`src/rtl/tri_pkg.sv`:
```
// Shared types and constants for the triangle assembler.
package tri_pkg;
  localparam int WII    = 8;
  localparam int WIF    = 8;
  localparam int W      = WII + WIF;
  localparam int SETTLE = 4;
  localparam int SHW    = 6;
  localparam int IDW    = 16;
  // Counter only needs to hold SETTLE-1; keep at least one bit.
  localparam int CW     = (SETTLE > 1) ? $clog2(SETTLE) : 1;

  localparam logic MODE_LIST  = 1'b0;
  localparam logic MODE_STRIP = 1'b1;

  typedef enum logic [1:0] {
    S_IDLE    = 2'd0,
    S_COLLECT = 2'd1,
    S_SETTLE  = 2'd2,
    S_OUT     = 2'd3
  } state_t;

  typedef struct packed {
    logic [W-1:0] x;
    logic [W-1:0] y;
    logic [W-1:0] z;
  } vertex_t;
endpackage

```
`src/rtl/tri_settle_cnt.sv`:
```
// Settle-window down-counter: load on entry, count to zero, then hold.
module tri_settle_cnt
  import tri_pkg::*;
(
  input  logic          clk,
  input  logic          rst,
  input  logic          load,
  input  logic [CW-1:0] load_val,
  output logic          zero
);
  logic [CW-1:0] count_reg;

  always_ff @(posedge clk or posedge rst) begin
    if (rst) begin
      count_reg <= '0;
    end else if (load) begin
      count_reg <= load_val;
    end else if (count_reg != '0) begin
      count_reg <= count_reg - 1'b1;
    end
  end

  assign zero = (count_reg == '0);
endmodule

```
`src/rtl/tri_assembler.sv`:
```
// Assembles list/strip vertex streams into triangles, drives the lighting
// stage for a settle window, then hands triangle + shade downstream.
module tri_assembler
  import tri_pkg::*;
(
  input  logic             clk,
  input  logic             rst,
  input  logic             mode,
  input  logic             vtx_valid,
  output logic             vtx_ready,
  input  logic [W-1:0]     vtx_x,
  input  logic [W-1:0]     vtx_y,
  input  logic [W-1:0]     vtx_z,
  input  logic             vtx_last,
  output logic [W-1:0]     light_ax,
  output logic [W-1:0]     light_ay,
  output logic [W-1:0]     light_az,
  output logic [W-1:0]     light_bx,
  output logic [W-1:0]     light_by,
  output logic [W-1:0]     light_bz,
  output logic [W-1:0]     light_cx,
  output logic [W-1:0]     light_cy,
  output logic [W-1:0]     light_cz,
  input  logic [SHW-1:0]   light_shade,
  output logic             tri_valid,
  input  logic             tri_ready,
  output logic [9*W-1:0]   tri_vtx,
  output logic [SHW-1:0]   tri_shade,
  output logic [IDW-1:0]   tri_id,
  output logic             err_partial
);
  state_t         state_reg, state_next;
  vertex_t        p0_reg, p0_next, p1_reg, p1_next;
  vertex_t        a_reg, a_next, b_reg, b_next, c_reg, c_next;
  logic [1:0]     vc_reg, vc_next;
  logic           par_reg, par_next;
  logic           mode_reg, mode_next;
  logic           fresh_reg, fresh_next;
  logic [SHW-1:0] shade_reg, shade_next;
  logic [IDW-1:0] id_reg, id_next;
  logic           err_reg, err_next;
  logic           load_cnt, cnt_zero;
  logic           cur_mode;
  vertex_t        nv;

  tri_settle_cnt u_settle (
    .clk      (clk),
    .rst      (rst),
    .load     (load_cnt),
    .load_val (CW'(SETTLE - 1)),
    .zero     (cnt_zero)
  );

  assign nv       = '{x: vtx_x, y: vtx_y, z: vtx_z};
  // Mode is sampled only on the first vertex of a primitive.
  assign cur_mode = fresh_reg ? mode : mode_reg;

  always_comb begin
    state_next = state_reg;
    p0_next    = p0_reg;
    p1_next    = p1_reg;
    a_next     = a_reg;
    b_next     = b_reg;
    c_next     = c_reg;
    vc_next    = vc_reg;
    par_next   = par_reg;
    mode_next  = mode_reg;
    fresh_next = fresh_reg;
    shade_next = shade_reg;
    id_next    = id_reg;
    err_next   = err_reg;
    load_cnt   = 1'b0;
    case (state_reg)
      S_IDLE: state_next = S_COLLECT;
      S_COLLECT: begin
        if (vtx_valid) begin
          fresh_next = 1'b0;
          mode_next  = cur_mode;
          if (vc_reg < 2'd2) begin
            if (cur_mode == MODE_LIST) begin
              if (vc_reg == 2'd0) p0_next = nv;
              else                p1_next = nv;
            end else begin
              p0_next = p1_reg;
              p1_next = nv;
            end
            vc_next = vc_reg + 2'd1;
          end else begin
            c_next     = nv;
            state_next = S_SETTLE;
            load_cnt   = 1'b1;
            if (cur_mode == MODE_LIST) begin
              a_next  = p0_reg;
              b_next  = p1_reg;
              vc_next = 2'd0;
            end else begin
              // Odd strip triangles swap a/b to keep winding consistent.
              a_next   = par_reg ? p1_reg : p0_reg;
              b_next   = par_reg ? p0_reg : p1_reg;
              p0_next  = p1_reg;
              p1_next  = nv;
              par_next = ~par_reg;
            end
          end
          if (vtx_last) begin
            vc_next    = 2'd0;
            par_next   = 1'b0;
            fresh_next = 1'b1;
            if (vc_reg < 2'd2) err_next = 1'b1;
          end
        end
      end
      S_SETTLE: begin
        if (cnt_zero) begin
          shade_next = light_shade;
          state_next = S_OUT;
        end
      end
      S_OUT: begin
        if (tri_ready) begin
          id_next    = id_reg + 1'b1;
          state_next = S_COLLECT;
        end
      end
      default: state_next = S_IDLE;
    endcase
  end

  always_ff @(posedge clk or posedge rst) begin
    if (rst) begin
      state_reg <= S_IDLE;
      p0_reg    <= '0;
      p1_reg    <= '0;
      a_reg     <= '0;
      b_reg     <= '0;
      c_reg     <= '0;
      vc_reg    <= 2'd0;
      par_reg   <= 1'b0;
      mode_reg  <= MODE_LIST;
      fresh_reg <= 1'b1;
      shade_reg <= '0;
      id_reg    <= '0;
      err_reg   <= 1'b0;
    end else begin
      state_reg <= state_next;
      p0_reg    <= p0_next;
      p1_reg    <= p1_next;
      a_reg     <= a_next;
      b_reg     <= b_next;
      c_reg     <= c_next;
      vc_reg    <= vc_next;
      par_reg   <= par_next;
      mode_reg  <= mode_next;
      fresh_reg <= fresh_next;
      shade_reg <= shade_next;
      id_reg    <= id_next;
      err_reg   <= err_next;
    end
  end

  assign vtx_ready   = (state_reg == S_COLLECT);
  assign tri_valid   = (state_reg == S_OUT);
  assign light_ax    = a_reg.x;
  assign light_ay    = a_reg.y;
  assign light_az    = a_reg.z;
  assign light_bx    = b_reg.x;
  assign light_by    = b_reg.y;
  assign light_bz    = b_reg.z;
  assign light_cx    = c_reg.x;
  assign light_cy    = c_reg.y;
  assign light_cz    = c_reg.z;
  assign tri_vtx     = {c_reg.z, c_reg.y, c_reg.x,
                        b_reg.z, b_reg.y, b_reg.x,
                        a_reg.z, a_reg.y, a_reg.x};
  assign tri_shade   = shade_reg;
  assign tri_id      = id_reg;
  assign err_partial = err_reg;
endmodule

```
`config.mk`:
```
export PLATFORM = sky130hd
export DESIGN_NAME = tri_assembler
export DESIGN_NICKNAME = d
export VERILOG_FILES = /design/src/rtl/tri_pkg.sv /design/src/rtl/tri_settle_cnt.sv /design/src/rtl/tri_assembler.sv
export SDC_FILE = /design/constraint.sdc
export NUM_CORES = 1
export LEC_CHECK = 0
export ABC_AREA = 0
export BUFFER_PORTS_ARGS = -buffer_cell sky130_fd_sc_hd__buf_2
export CAP_MARGIN = 20
export CORE_ASPECT_RATIO = 0.5
export CORE_UTILIZATION = 40
export DETAILED_ROUTE_END_ITERATION = 6
export HOLD_SLACK_MARGIN = 0.12
export PLACE_DENSITY_LB_ADDON = 0.08
export SLEW_MARGIN = 20
export SYNTH_ARGS = -nofsm -noshare
export SYNTH_HDL_FRONTEND = slang
export SYNTH_SLANG_ARGS = --single-unit
```
`constraint.sdc`:
```
create_clock -name clk -period 15.05 [get_ports clk]
set_clock_uncertainty 0.05 [all_clocks]
set_input_delay 3.01 -clock clk [delete_from_list [all_inputs] [get_ports clk]]
set_output_delay 3.01 -clock clk [all_outputs]
set_load 0.01 [all_outputs]
```
==> impl_metrics.env <==
export IMPL_status="finished clean"
export IMPL_fp_dieH_um=126.8
export IMPL_rows=45
export IMPL_crit_required_ns=15.42
export IMPL_syn_nets=1385
export IMPL_dpl_instance_area_um2=13530
export IMPL_drive_gt1_share_pct=30.98
export IMPL_syn_area_per_cell_um2=9.442
export IMPL_grt_first_pass_wirelength_um=52320
export IMPL_grt_util_all_layers_pct=20.32
export IMPL_yosysTopAreaCell="dfrtp_1"
export IMPL_p_total_w=0.003447
export IMPL_avgViaCountPerCell=4.986
export IMPL_die_w_um=251.5
export IMPL_drt_wl_total_um=32940
export IMPL_initial_core_util_pct=40.89
export IMPL_slew_violations=0
export IMPL_tritoncts="yes"
export IMPL_wl_per_cell_um=16.89
export IMPL_critical_path_max_fanout=53
export IMPL_pre_cts_ws_ns=9.145
export IMPL_drt_first_iter_violations=655
export IMPL_criticalPathCategory="input port to flip-flop"
export IMPL_nNetsFinal=1574
export IMPL_cp_start_kind="input port"
export IMPL_dp_hpwl_um=20170
export IMPL_ys_seq_area_share_pct=54.66
export IMPL_first_pass_iters=5
export IMPL_ctsRootBufferMaster="clkbuf_16"
export IMPL_io_pins=373
export IMPL_cts_resized=0
export IMPL_clkLatencyLatePin_ns=0.54
export IMPL_clk_path_buf_depth=3
export IMPL_grt_overflow=0
export IMPL_arrival_ns=5.70
export IMPL_fmax_mhz=187.7
export IMPL_power_density_nw_per_um2=239.4
export IMPL_hold_path_class="flip-flop to flip-flop"
export IMPL_max_slew_margin_rel_pct=34.16
export IMPL_area_growth_syn_to_layout_pct=15.62
export IMPL_coreArea_um2=30460
export IMPL_worst_slack_ns=9.724
export IMPL_syn_cell_area_um2=12450
export IMPL_holdBufCountCts=0
export IMPL_gp_congestion=0.7460
export IMPL_num_vias=9723
export IMPL_seq_area_um2=6808
export IMPL_cts_setup_buffers=0
export IMPL_synthDominantCellAreaShare_pct=54.45
export IMPL_end_kind="flip-flop"
export IMPL_finalHoldViolations=0
export IMPL_multi_input_area_um2=4188
export IMPL_fillers=2948
export IMPL_dieArea_um2=31890
export IMPL_synth_warnings=0
export IMPL_h_tree_depth=1
export IMPL_finish_instance_area_um2=14400
export IMPL_synth_area_top_cells="dfrtp_1 54%, a21oi_1 9.7%, buf_4 9.0%"
export IMPL_finalCriticalPeriod_ns=5.326
export IMPL_grt_max_degree=131
export IMPL_ir_worst_vdd_uv=110.3
export IMPL_drtAntennaViolNets=0
export IMPL_tightest_slew_ns=0.9841
export IMPL_synth_cells=1319
export IMPL_fin_crit_sh_pct=35.39
export IMPL_antenna_found_initial=1
export IMPL_io_buffers=372
export IMPL_clock_sinks=272
export IMPL_fin_util_pct=47.27
export IMPL_fin_tns_setup_ns=0
export IMPL_first_global_vias=9409
export IMPL_ys_seq_elements=272
export IMPL_antenna_cells=0
export IMPL_drc=0
export IMPL_drv_cap=0
export IMPL_clkTransAtPathRegs_ns=0.07
export IMPL_power_leakage_nw=7.493
export IMPL_cts_buffers=26
export IMPL_setup_viol=0
export IMPL_rsz0062_at_grt="no"
export IMPL_synth_cell_type_count=35
## placed cells by master (no fill, tap or decap), types with 2 or more instances in the layout
cell type  count
o22ai_1       49
mux2i_1        2
nand3_1        7
o21ai_0        4
dfrtp_1      271
clkbuf_8       5
xnor2_1        8
nand4_1        2
clkbuf_1       8
nand2_1      255
inv_1         11
and3_1         2
xor2_1         8
nor4_1         2
ha_1           6
buf_2        372
a21oi_1      241
buf_4          9
nor2_1       152
mux2_1        20
mux2_2        37
clkinv_2       6
clkbuf_16     27
## final timing paths
kind | from | endpoint | slack [ns] | cells after the start
worst max-delay path | mode | p1_reg[47]$_DFFE_PP0P_ | 9.72 | 7
worst min-delay path | err_partial$_DFFE_PP0P_ | err_partial$_DFFE_PP0P_ | 0.41 | 1
worst max register to register | fresh_reg$_DFFE_PP1P_ | p1_reg[47]$_DFFE_PP0P_ | 11.66 | 6
worst min register to register | err_partial$_DFFE_PP0P_ | err_partial$_DFFE_PP0P_ | 0.41 | 1
max in group asynchronous | rst | p1_reg[4]$_DFFE_PP0P_ | 10.93 | 3
min in group asynchronous | rst | light_cy[1]$_DFFE_PP0P_ | 2.59 | 2
## critical path, stage by stage
cell and delay, ns:
buf_2 0.13, mux2i_4 0.12, buf_4 0.65, o21ai_1 0.18
nand2_2 0.77, buf_4 0.44, mux2_2 0.37
## routing by layer
metal	GRT usage, %	vias to the layer above	share of wire, %
met5	0	-	0.039
met4	3.874	2	1.2
met3	3.776	27	4.1
met2	33.33	205	48
met1	28.29	4874	46
li1	-	4615	-
## cell type report
type / count / share of cell area, %
repair buffers: 384 / 13.81
multi-input cells: 812 / 29.08
clock buffers: 40 / 5.378
inverters: 12 / 0.3649
clock inverters: 7 / 0.4171
flip-flops and latches: 272 / 47.28
well taps: 423 / 3.675
## power by group
part / switching (W) / total, W / internal [W]
logic: 0.000805 / 0.00139 / 0.000590
clock network: 0.000284 / 0.000654 / 0.000371
registers: 0.000311 / 0.00140 / 0.00109
total: 0.00140 / 0.00345 / 0.00205
## Yosys cell counts, drive strengths merged
| cell | number |
|---|---|
| dfrtp | 271 |
| nand2 | 257 |
| a21oi | 242 |
| buf | 183 |
| nor2 | 153 |
| mux2 | 57 |
| o22ai | 49 |
| clkbuf | 40 |
| inv | 12 |
| nand3 | 9 |
| xnor2 | 8 |
| xor2 | 8 |
| ha | 6 |
| o21ai | 5 |
| mux2i | 3 |
| and2 | 2 |
| and3 | 2 |
| nand4 | 2 |
| nor4 | 2 |
| a221oi | 1 |
| a31o | 1 |
| a31oi | 1 |
| dfstp | 1 |
| nand4b | 1 |
| nor3 | 1 |
| o41ai | 1 |
| or2 | 1 |
## kinds of logic (layout without fill, tap and decap cells)
| group | Yosys count | in the layout | synth area share [%] |
|---|---|---|---|
| AO/OA/AOI/OAI | 300 | 300 | 12.65 |
| XOR/XNOR | 16 | 16 | 1.125 |
| adder cells (fa/ha/maj) | 6 | 6 | 0.6028 |
| buffers and inverters | 235 | 443 | 12.22 |
| flip-flops | 272 | 272 | 54.66 |
| multiplexers | 60 | 60 | 5.425 |
| AND/OR/NAND/NOR | 430 | 430 | 13.32 |
## stage by stage
step / hold slack (ns) / cells
2_1_floorplan: 0.4119 / 1319
3_3_place_gp: 0.4022 / 1901
3_5_place_dp: 0.4012 / 1902
4_1_cts: 0.4157 / 1949
5_1_grt: 0.4309 / 1950
6_report: 0.4132 / 1950
(Power assumes the default switching activity.)
